<file path="config.mk">
export PLATFORM = sky130hd
export DESIGN_NAME = uart_wb_bridge
export DESIGN_NICKNAME = d
export VERILOG_FILES = /design/src/rtl/uart_pkg.sv /design/src/rtl/uart_serdes.sv /design/src/rtl/uart_wb_bridge.sv
export SDC_FILE = /design/constraint.sdc
export NUM_CORES = 1
export LEC_CHECK = 0
export BUFFER_PORTS_ARGS = -buffer_cell sky130_fd_sc_hd__buf_2
export CAP_MARGIN = 10
export CORE_ASPECT_RATIO = 1.1
export CORE_MARGIN = 10
export CORE_UTILIZATION = 50
export DETAILED_ROUTE_END_ITERATION = 12
export PLACE_DENSITY = 0.68
export SLEW_MARGIN = 20
export SYNTH_ARGS = -nofsm -noshare
export SYNTH_HDL_FRONTEND = slang
export SYNTH_HIERARCHICAL = 1
export SYNTH_SLANG_ARGS = --single-unit
</file>
<file path="constraint.sdc">
create_clock -name i_CLK -period 7.8 [get_ports i_CLK]
set_clock_uncertainty 0.15 [all_clocks]
set_input_delay 0.39 -clock i_CLK [delete_from_list [all_inputs] [get_ports i_CLK]]
set_output_delay 0.39 -clock i_CLK [all_outputs]
set_load 0.01 [all_outputs]
</file>
<file path="src/rtl/uart_pkg.sv">
// Shared definitions for the UART-to-Wishbone bridge.
//   - Host command bytes ('W' write, 'R' read)
//   - Response bytes (ACK, NAK)
//   - Parser state enumeration used by uart_wb_bridge
package uart_pkg;

  // Host -> bridge command opcodes
  localparam logic [7:0] CmdWrite = 8'h57;  // 'W'
  localparam logic [7:0] CmdRead  = 8'h52;  // 'R'

  // Bridge -> host response codes
  localparam logic [7:0] RspAck   = 8'h06;
  localparam logic [7:0] RspNak   = 8'h15;

  // Command parser states
  typedef enum logic [2:0] {
    StIdle,
    StAddr,
    StData,
    StBus,
    StResp
  } parser_state_e;

endpackage

</file>
<file path="src/rtl/uart_serdes.sv">
// 8N1 UART serializer/deserializer, LSB first.
// Ports:
//   i_CLK, i_RST  clock, synchronous active-high reset
//   i_RX          raw serial input (idle high), synchronized internally
//   o_TX          serial output (idle high), registered
//   rx_data       last received byte
//   rx_valid      rx_data holds a new byte; cleared when rx_ready is high
//   rx_ready      parser accepts the byte
//   rx_err        one-cycle pulse: byte received with stop bit low (discarded)
//   tx_data       byte to transmit
//   tx_valid      tx_data is valid
//   tx_ready      shifter accepts a byte this cycle
module uart_serdes #(
  parameter int unsigned CLKS_PER_BIT = 1250
) (
  input  logic       i_CLK,
  input  logic       i_RST,
  input  logic       i_RX,
  output logic       o_TX,
  output logic [7:0] rx_data,
  output logic       rx_valid,
  input  logic       rx_ready,
  output logic       rx_err,
  input  logic [7:0] tx_data,
  input  logic       tx_valid,
  output logic       tx_ready
);

  localparam int unsigned CntW = $clog2(CLKS_PER_BIT + 1);
  localparam logic [CntW-1:0] BitLast  = CntW'(CLKS_PER_BIT - 1);
  localparam logic [CntW-1:0] HalfLast = CntW'(CLKS_PER_BIT / 2 - 1);

  typedef enum logic [1:0] {
    RxIdle,
    RxStart,
    RxData,
    RxStop
  } rx_state_e;

  // ---------------------------------------------------------------------------
  // Receiver
  // ---------------------------------------------------------------------------
  logic            rx_meta_q, rx_sync_q, rx_prev_q;
  rx_state_e       rx_state_q;
  logic [CntW-1:0] rx_cnt_q;
  logic [2:0]      rx_bit_q;
  logic [7:0]      rx_shift_q;
  logic [7:0]      rx_data_q;
  logic            rx_valid_q;
  logic            rx_err_q;

  always_ff @(posedge i_CLK) begin
    if (i_RST) begin
      rx_meta_q  <= 1'b1;
      rx_sync_q  <= 1'b1;
      rx_prev_q  <= 1'b1;
      rx_state_q <= RxIdle;
      rx_cnt_q   <= '0;
      rx_bit_q   <= '0;
      rx_shift_q <= '0;
      rx_data_q  <= '0;
      rx_valid_q <= 1'b0;
      rx_err_q   <= 1'b0;
    end else begin
      rx_meta_q <= i_RX;
      rx_sync_q <= rx_meta_q;
      rx_prev_q <= rx_sync_q;
      rx_err_q  <= 1'b0;
      if (rx_valid_q && rx_ready) rx_valid_q <= 1'b0;

      unique case (rx_state_q)
        RxIdle: begin
          // Falling edge on the synchronized line starts a frame
          if (!rx_sync_q && rx_prev_q) begin
            rx_state_q <= RxStart;
            rx_cnt_q   <= '0;
          end
        end
        RxStart: begin
          if (rx_cnt_q == HalfLast) begin
            rx_cnt_q   <= '0;
            rx_bit_q   <= '0;
            // A line back high at mid start bit was a glitch
            rx_state_q <= rx_sync_q ? RxIdle : RxData;
          end else begin
            rx_cnt_q <= rx_cnt_q + CntW'(1);
          end
        end
        RxData: begin
          if (rx_cnt_q == BitLast) begin
            rx_cnt_q   <= '0;
            rx_shift_q <= {rx_sync_q, rx_shift_q[7:1]};
            if (rx_bit_q == 3'd7) rx_state_q <= RxStop;
            else                  rx_bit_q   <= rx_bit_q + 3'd1;
          end else begin
            rx_cnt_q <= rx_cnt_q + CntW'(1);
          end
        end
        RxStop: begin
          if (rx_cnt_q == BitLast) begin
            rx_cnt_q   <= '0;
            rx_state_q <= RxIdle;
            if (rx_sync_q) begin
              rx_data_q  <= rx_shift_q;
              rx_valid_q <= 1'b1;
            end else begin
              rx_err_q <= 1'b1;
            end
          end else begin
            rx_cnt_q <= rx_cnt_q + CntW'(1);
          end
        end
        default: rx_state_q <= RxIdle;
      endcase
    end
  end

  assign rx_data  = rx_data_q;
  assign rx_valid = rx_valid_q;
  assign rx_err   = rx_err_q;

  // ---------------------------------------------------------------------------
  // Transmitter
  // ---------------------------------------------------------------------------
  // tx_bit_q: 0 = start bit, 1..8 = data bits, 9 = stop bit.
  logic            tx_q;
  logic            tx_busy_q;
  logic [CntW-1:0] tx_cnt_q;
  logic [3:0]      tx_bit_q;
  logic [8:0]      tx_shift_q;

  // Ready during the final stop-bit cycle so the next byte follows with no gap
  assign tx_ready = !tx_busy_q || (tx_bit_q == 4'd9 && tx_cnt_q == BitLast);

  always_ff @(posedge i_CLK) begin
    if (i_RST) begin
      tx_q       <= 1'b1;
      tx_busy_q  <= 1'b0;
      tx_cnt_q   <= '0;
      tx_bit_q   <= '0;
      tx_shift_q <= '0;
    end else if (tx_valid && tx_ready) begin
      tx_q       <= 1'b0;
      tx_shift_q <= {1'b1, tx_data};
      tx_busy_q  <= 1'b1;
      tx_cnt_q   <= '0;
      tx_bit_q   <= '0;
    end else if (tx_busy_q) begin
      if (tx_cnt_q == BitLast) begin
        tx_cnt_q <= '0;
        if (tx_bit_q == 4'd9) begin
          tx_busy_q <= 1'b0;
        end else begin
          tx_q       <= tx_shift_q[0];
          tx_shift_q <= {1'b1, tx_shift_q[8:1]};
          tx_bit_q   <= tx_bit_q + 4'd1;
        end
      end else begin
        tx_cnt_q <= tx_cnt_q + CntW'(1);
      end
    end
  end

  assign o_TX = tx_q;

endmodule

</file>
<file path="src/rtl/uart_wb_bridge.sv">
// UART-controlled Wishbone bus initiator.
// Host sends 'W' + 4 addr bytes + 4 data bytes, or 'R' + 4 addr bytes (big-endian).
// Bridge performs one bus transfer and replies: 0x06 (write ok), 4 data bytes
// MSB first (read ok) or 0x15 (unknown command or bus timeout).
// Ports:
//   i_CLK, i_RST   clock, synchronous active-high reset
//   i_RX, o_TX     8N1 serial link (idle high)
//   o_ADDR, o_DATA bus address / write data
//   i_DATA         bus read data
//   o_WE, o_SEL, o_STB, o_CYC, i_ACK  Wishbone control
//   o_BUSY         a command is in progress
module uart_wb_bridge
  import uart_pkg::*;
#(
  parameter int unsigned CLKS_PER_BIT      = 1250,
  parameter int unsigned WB_TIMEOUT        = 255,
  parameter int unsigned IDLE_TIMEOUT_BITS = 160
) (
  input  logic        i_CLK,
  input  logic        i_RST,
  input  logic        i_RX,
  output logic        o_TX,
  output logic [31:0] o_ADDR,
  output logic [31:0] o_DATA,
  input  logic [31:0] i_DATA,
  output logic        o_WE,
  output logic [3:0]  o_SEL,
  output logic        o_STB,
  output logic        o_CYC,
  input  logic        i_ACK,
  output logic        o_BUSY
);

  localparam int unsigned IdleLimit = IDLE_TIMEOUT_BITS * CLKS_PER_BIT;

  logic [7:0] rx_data;
  logic       rx_valid;
  logic       rx_err;
  logic [7:0] tx_data;
  logic       tx_ready;

  parser_state_e state_q;
  logic          is_write_q;
  logic [1:0]    byte_cnt_q;
  logic [31:0]   addr_q;
  logic [31:0]   wdata_q;
  logic [31:0]   resp_buf_q;
  logic [2:0]    resp_left_q;
  logic          tx_valid_q;
  logic [31:0]   idle_cnt_q;
  logic [31:0]   wb_cnt_q;
  logic          cyc_q, stb_q, we_q;
  logic [3:0]    sel_q;

  // Parser always accepts; bytes arriving in BUS/RESP are simply dropped.
  uart_serdes #(
    .CLKS_PER_BIT(CLKS_PER_BIT)
  ) u_serdes (
    .i_CLK   (i_CLK),
    .i_RST   (i_RST),
    .i_RX    (i_RX),
    .o_TX    (o_TX),
    .rx_data (rx_data),
    .rx_valid(rx_valid),
    .rx_ready(1'b1),
    .rx_err  (rx_err),
    .tx_data (tx_data),
    .tx_valid(tx_valid_q),
    .tx_ready(tx_ready)
  );

  // Response bytes leave from the top of resp_buf_q
  assign tx_data = resp_buf_q[31:24];

  always_ff @(posedge i_CLK) begin
    if (i_RST) begin
      state_q     <= StIdle;
      is_write_q  <= 1'b0;
      byte_cnt_q  <= '0;
      addr_q      <= '0;
      wdata_q     <= '0;
      resp_buf_q  <= '0;
      resp_left_q <= '0;
      tx_valid_q  <= 1'b0;
      idle_cnt_q  <= '0;
      wb_cnt_q    <= '0;
      cyc_q       <= 1'b0;
      stb_q       <= 1'b0;
      we_q        <= 1'b0;
      sel_q       <= '0;
    end else begin
      unique case (state_q)
        StIdle: begin
          idle_cnt_q <= '0;
          if (rx_valid) begin
            if (rx_data == CmdWrite || rx_data == CmdRead) begin
              is_write_q <= (rx_data == CmdWrite);
              byte_cnt_q <= '0;
              state_q    <= StAddr;
            end else begin
              resp_buf_q  <= {RspNak, 24'h0};
              resp_left_q <= 3'd1;
              tx_valid_q  <= 1'b1;
              state_q     <= StResp;
            end
          end
        end

        StAddr, StData: begin
          if (rx_err) begin
            state_q <= StIdle;
          end else if (rx_valid) begin
            idle_cnt_q <= '0;
            byte_cnt_q <= byte_cnt_q + 2'd1;  // wraps to 0 after the 4th byte
            if (state_q == StAddr) addr_q  <= {addr_q[23:0], rx_data};
            else                   wdata_q <= {wdata_q[23:0], rx_data};
            if (byte_cnt_q == 2'd3) begin
              if (state_q == StAddr && is_write_q) begin
                state_q <= StData;
              end else begin
                state_q  <= StBus;
                cyc_q    <= 1'b1;
                stb_q    <= 1'b1;
                sel_q    <= 4'hF;
                we_q     <= is_write_q;
                wb_cnt_q <= '0;
              end
            end
          end else if (idle_cnt_q == IdleLimit - 1) begin
            state_q <= StIdle;  // host went quiet mid-command
          end else begin
            idle_cnt_q <= idle_cnt_q + 32'd1;
          end
        end

        StBus: begin
          if (i_ACK && stb_q) begin
            cyc_q      <= 1'b0;
            stb_q      <= 1'b0;
            we_q       <= 1'b0;
            sel_q      <= '0;
            tx_valid_q <= 1'b1;
            state_q    <= StResp;
            if (is_write_q) begin
              resp_buf_q  <= {RspAck, 24'h0};
              resp_left_q <= 3'd1;
            end else begin
              resp_buf_q  <= i_DATA;
              resp_left_q <= 3'd4;
            end
          end else if (wb_cnt_q == WB_TIMEOUT - 1) begin
            cyc_q       <= 1'b0;
            stb_q       <= 1'b0;
            we_q        <= 1'b0;
            sel_q       <= '0;
            resp_buf_q  <= {RspNak, 24'h0};
            resp_left_q <= 3'd1;
            tx_valid_q  <= 1'b1;
            state_q     <= StResp;
          end else begin
            wb_cnt_q <= wb_cnt_q + 32'd1;
          end
        end

        StResp: begin
          if (tx_valid_q && tx_ready) begin
            resp_buf_q  <= {resp_buf_q[23:0], 8'h00};
            resp_left_q <= resp_left_q - 3'd1;
            if (resp_left_q == 3'd1) begin
              tx_valid_q <= 1'b0;
              state_q    <= StIdle;
            end
          end
        end

        default: state_q <= StIdle;
      endcase
    end
  end

  assign o_ADDR = addr_q;
  assign o_DATA = wdata_q;
  assign o_WE   = we_q;
  assign o_SEL  = sel_q;
  assign o_STB  = stb_q;
  assign o_CYC  = cyc_q;
  assign o_BUSY = (state_q != StIdle);

endmodule

</file>
==> results of run 1 <==
==> timing repair <==
item                                    CTS  global route
endpoints found under the setup margin    0             0
hold buffers                             12             0
hold endpoints to repair                 12             0
==> cells in the final DEF (no fill, tap or decap), types with 26 or more instances in the layout <==
master | Yosys | final
nor3_1 | 43 | 42
inv_1 | 27 | 27
xnor2_1 | 47 | 47
buf_2 | 14 | 107
a21oi_1 | 109 | 109
nand3_1 | 33 | 33
o21ai_0 | 31 | 30
dfxtp_1 | 235 | 235
mux2i_1 | 26 | 26
nand2_1 | 191 | 190
nor2_1 | 145 | 145
==> through the flow <==
stage | hold slack [ns] | cells | cell area (um^2) | setup WS (ns)
after global placement | 0.271 | 1546 | 11100 | 4.40
after CTS | 0.00496 | 1601 | 12000 | 4.34
final | 0.0135 | 1601 | 12000 | 4.36
after detailed placement | 0.266 | 1546 | 11100 | 4.35
after floorplan | 0.239 | 1250 | 10500 | 5.36
after global routing | 0.0170 | 1601 | 12000 | 4.02
==> worst max-delay path: stages (launching register included) <==
cell and delay [ns]:
dfxtp_1 0.42, ha_1 0.18, nor4b_1 0.23, nand4_1 0.21, o21ai_4 0.63, nand3_2 0.72, or3_1 0.54, a32o_1 0.25
==> routing by layer <==
metal / up-vias / share of wire / wire length (um) / GRT usage
li1: 4537 / - / - / -
met1: 4162 / 0.47 / 11400 / 0.229
met2: 179 / 0.46 / 11100 / 0.282
met3: 19 / 0.061 / 1490 / 0.0353
met4: 0 / 0.011 / 256 / 0.0399
met5: - / 0 / 0 / 0
==> final cells by class <==
class | count | area, um^2 | area share
clock buffers | 40 | 722 | 0.0604
clock inverters | 3 | 33.8 | 0.00282
inverters | 29 | 109 | 0.00910
multi-input cells | 910 | 5350 | 0.447
flip-flops and latches | 235 | 4700 | 0.393
well taps | 256 | 320 | 0.0268
repair buffers | 128 | 723 | 0.0605
==> worst max-delay path by stage <==
stage / startpoint / to / slack (ns) / cells after the start
2_1_floorplan: u_serdes/tx_cnt_q[2] / state_q[0] / 5.36 / 6
3_3_place_gp: wb_cnt_q[0] / tx_valid_q / 4.40 / 8
6_report: wb_cnt_q[1] / tx_valid_q / 4.36 / 7
3_5_place_dp: wb_cnt_q[0] / tx_valid_q / 4.35 / 8
5_1_grt: wb_cnt_q[0] / tx_valid_q / 4.02 / 8
4_1_cts: wb_cnt_q[0] / tx_valid_q / 4.34 / 8
==> registers in the layout, summed over array words and instances, names as in the netlist, 4 cells and up, named ones only <==
register             count
idle_cnt_q              32
o_ADDR                  32
o_DATA                  32
resp_buf_q              32
u_serdes/rx_cnt_q       11
u_serdes/rx_data         8
u_serdes/rx_shift_q      8
u_serdes/tx_bit_q        4
u_serdes/tx_cnt_q       11
u_serdes/tx_shift_q      9
wb_cnt_q                32
==> cells by family after synthesis <==
| family | synth area share |
|---|---|
| AOI/OAI and AO/OA | 0.152 |
| other | 0.000357 |
| xor gates and xnor gates | 0.0491 |
| adders and majority gates | 0.0189 |
| buffers and inverters | 0.0456 |
| DFF | 0.447 |
| muxes | 0.0269 |
| and+or+nand+nor | 0.260 |
==> power breakdown <==
| part | switching, mW | total [mW] | internal, mW |
|---|---|---|---|
| combinational | 0.0433 | 0.0651 | 0.0218 |
| sequential | 0.00475 | 1.21 | 1.20 |
| clock | 0.463 | 1.10 | 0.634 |
==> impl_metrics.json, run 1 <==
{
  "status": "complete, no violations",
  "grt_pass1_wl_mm": 40.6,
  "async_flop_share": 0,
  "p_leak_nw": 4.21,
  "fin_crit_sh": 0.441,
  "regToRegSetupSlack_ns": 4.36,
  "synth_edf_count": 0,
  "final-setup-viol-count": 0,
  "rows": 55,
  "gr-total-overflow": 0,
  "diodes": 0,
  "ant_nets": 0,
  "period_minus_slack_ns": 3.44,
  "ys_ff_latch": 235,
  "dieWidth_um": 158,
  "cp_data_required_time_ns": 8.07,
  "crit_arrival_ns": 3.71,
  "track_usage": 0.172,
  "antenna_found_initial": 0,
  "yosysTopAreaCell": "dfxtp_1",
  "hold_viol": 0,
  "cts-htree-levels": 1,
  "nFillCells": 1918,
  "syn_inst": 1250,
  "via_count": 8897,
  "worst_pin_slew_ns": 0.925,
  "ios": 109,
  "rsz0062_at_grt": "false",
  "synth_ff_type": "dfxtp_1",
  "yosysMostFrequentCell": "dfxtp_1",
  "drv_slew": 0,
  "clkTransAtPathRegs_ns": 0.06,
  "regToRegEndpoint": "tx_valid_q",
  "core_um2": 20600,
  "die_area_um2": 27200,
  "r2r-start": "wb_cnt_q[1]",
  "worstSkewPairLatency_ns": 0.53,
  "clock_path_buffers": 3,
  "vdd_drop_max_mv": 0.146,
  "relSlewSlack": 0.379,
  "synth-seq-area-share": 0.447,
  "drt_first_pass_iters": 5,
  "min_delay_path_depth": 3,
  "grt_max_degree": 69,
  "postCtsSetupRepairBufs": 0,
  "yosys_warnings": 6,
  "ys_types": 80,
  "min-delay-start": "i_DATA[30]",
  "initialDrtViolationCount": 537,
  "clock_sinks": 235,
  "viasPerCell": 5.56,
  "wire_per_inst_um": 15.2,
  "gp_congestion": 0.837,
  "tritoncts": "yes",
  "drv_cap": 0,
  "p_per_area_nw_per_um2": 198,
  "fin_setup_tns_ns": 0,
  "drc": 0,
  "dp_hpwl_mm": 16.4,
  "drive_above_1_share": 0.144,
  "cts_resized": 0,
  "startpoint_type": "register",
  "area_delta_synth_final_pct": 13.7,
  "hold_path_end": "resp_buf_q[30]",
  "crit_fanout": 36,
  "report.power.total_mw": 2.37,
  "synth_fp_nets": 1301,
  "mappedNetlistArea_um2": 10500,
  "avgSynthCellArea_um2": 8.41,
  "criticalPathCategory": "register to register",
  "clockRootBuffer": "clkbuf_16",
  "fin_nets": 1380,
  "fin_util": 0.579,
  "die_height_um": 172,
  "ys_top_cells_by_count": "dfxtp_1, nand2_1, nor2_1, a21oi_1, clkbuf_1",
  "end_kind": "register",
  "cts_buffers": 25,
  "port_buffers": 108,
  "synthTopCellsByArea": "dfxtp_1, nand2_1, a21oi_1",
  "fmax_mhz": 291,
  "worstHoldPathType": "input pin to register",
  "synth_top_area_frac": 0.447,
  "r2r_cells": 7,
  "grt_pass1_vias": 8335,
  "start_util": 0.509,
  "totalWireLength_mm": 24.3
}
Note: power is estimated with default switching activity, not from simulation.
==> run 2, diff against run 1 <==
Clock period 7.8 ns to 3.2 ns, I/O delays scaled along.
==> run 2 against run 1 <==
Net effect:
- non-clock buffer count up 36
- global-route usage is 0.47 points higher
- design area grew 2.9%
- combinational power rose to 2.8 times the previous value
- critical path depth up 1
- sequential power up 140%
- count of clock-buffer cells in the layout is 2 lower
- hold slack better by 0.13 ns
- setup slack worse by 4.2 ns
- clock power up 150%
==> impl_metrics.json, run 2 (synthesis gave the netlist of run 1 again) <==
{
  "fin_crit_sh": 0.964,
  "worst_pin_slew_ns": 0.843,
  "nFillCells": 1852,
  "fmax_mhz": 324,
  "criticalPathCategory": "register to register",
  "vdd_drop_max_mv": 0.427,
  "clockRootBuffer": "clkbuf_16",
  "ant_nets": 0,
  "r2r_cells": 8,
  "seq_power_share": 0.504,
  "p_leak_nw": 4.37,
  "end_kind": "register",
  "p_per_area_nw_per_um2": 475,
  "clock_path_buffers": 3,
  "min-delay-start": "i_ACK",
  "totalWireLength_mm": 24.9,
  "clock_sinks": 235,
  "period_minus_slack_ns": 3.08,
  "drv_cap": 0,
  "worstSkewPairLatency_ns": 0.52,
  "cts-htree-levels": 1,
  "diodes": 0,
  "grtUsageMet3": 0.0303,
  "busiest_layer": "met2",
  "use_met2": 0.282,
  "regToRegEndpoint": "resp_buf_q[7]",
  "p_int_mw": 4.60,
  "r2r-start": "u_serdes/tx_cnt_q[2]",
  "gp_congestion": 0.809,
  "crit_arrival_ns": 3.34,
  "grt_max_degree": 85,
  "grt_pass1_wl_mm": 41.4,
  "rsz0062_at_grt": "false",
  "antenna_found_initial": 0,
  "pre_cts_ws_ns": 0.542,
  "power.switching_mw": 1.25,
  "core_um2": 20600,
  "met1_usage": 0.243,
  "mostFrequentLayoutCell": "dfxtp_1",
  "final_area_um2": 12300,
  "p_comb_frac": 0.031,
  "clkPwrFrac": 0.465,
  "min_delay_path_depth": 5,
  "startpoint_type": "register",
  "register_area_um2": 4710,
  "drv_slew": 0,
  "p_sw_frac": 0.214,
  "die_height_um": 172,
  "viasPerCell": 5.55,
  "tritoncts": "yes",
  "start_util": 0.509,
  "relSlewSlack": 0.438,
  "multi_input_area_um2": 5350,
  "dieWidth_um": 158,
  "ios": 109,
  "drt_first_pass_iters": 5,
  "wire_per_inst_um": 15.2,
  "fin_nets": 1416,
  "track_usage": 0.177,
  "clkTransAtPathRegs_ns": 0.06,
  "status": "complete, no violations",
  "die_area_um2": 27200,
  "area_delta_synth_final_pct": 17.0,
  "cp_data_required_time_ns": 3.46,
  "grt_pass1_vias": 8413,
  "setup_slack_ns": 0.115,
  "initialDrtViolationCount": 566,
  "report.power.total_mw": 5.85,
  "worstHoldPathType": "input pin to register",
  "rows": 55,
  "final-setup-viol-count": 0,
  "post_dp_cell_area_um2": 11200,
  "gr-total-overflow": 0,
  "via_count": 9087,
  "fin_setup_tns_ns": 0,
  "regToRegSetupSlack_ns": 0.12,
  "crit_fanout": 35,
  "hold_viol": 0,
  "hold_path_end": "wb_cnt_q[14]",
  "cts_buffers": 25,
  "drc": 0,
  "drive_above_1_share": 0.149,
  "layout_common_cells": "dfxtp_1, nand2_1, nor2_1",
  "dp_hpwl_mm": 16.4,
  "port_buffers": 108,
  "fin_util": 0.596
}
-- run 2: how the worst max path moves through the flow --
stage | start | end | slack [ns] | cells past startpoint
floorplan | u_serdes/tx_cnt_q[2] | state_q[0] | 0.76 | 6
detailed placement | u_serdes/tx_cnt_q[5] | state_q[0] | 0.54 | 6
global placement | u_serdes/tx_cnt_q[5] | resp_left_q[1] | 0.62 | 7
global route | wb_cnt_q[1] | resp_buf_q[7] | 0.006 | 9
finish | u_serdes/tx_cnt_q[2] | resp_buf_q[7] | 0.12 | 8
CTS | u_serdes/tx_cnt_q[5] | resp_buf_q[7] | 0.15 | 8
-- run 2: layout make-up --
cell class | instances | share of cell area
clock inverters | 5 | 0.00457
well taps | 256 | 0.0260
multi-input cells | 910 | 0.434
clock buffers | 38 | 0.0572
repair buffers | 164 | 0.0868
inverters | 29 | 0.00884
flip-flops and latches | 235 | 0.382
-- run 2: worst max-delay path: stages, from the launching register on --
cell and delay, ns:
dfxtp_1 0.35, or4b_4 0.57, o41ai_4 0.37, a311o_1 0.31
nand3_2 0.10, buf_4 0.25, a22oi_1 0.25, nor2_1 0.06
dlygate4sd3_1 0.55
-- run 2: routing by layer --
metal	share of wire	vias to the layer above
met5	0	-
met1	0.47	4255
met2	0.46	185
li1	-	4607
met4	0.018	0
met3	0.053	40
-- run 2: power groups by stage --
stage                     clock network (mW)  logic (mW)  registers [mW]
after floorplan                            0      0.0948            3.01
after global placement                     0       0.146            3.01
after detailed placement                   0       0.146            3.01
after CTS                               2.79       0.178            2.95
after global routing                    2.91       0.200            2.95
final                                   2.72       0.181            2.95
-- run 2: stage by stage --
stage          std cells  hold WS, ns
2_1_floorplan       1250        0.114
3_3_place_gp        1555        0.194
3_5_place_dp        1555        0.195
4_1_cts             1635        0.108
5_1_grt             1637        0.158
6_report            1637        0.140
-- run 2: timing repair --
item,4_1_cts,5_1_grt
hold buffers,37,0
setup endpoints to repair,0,1
endpoints found under the hold margin,47,0
gates resized for setup,0,1
setup buffers,0,2
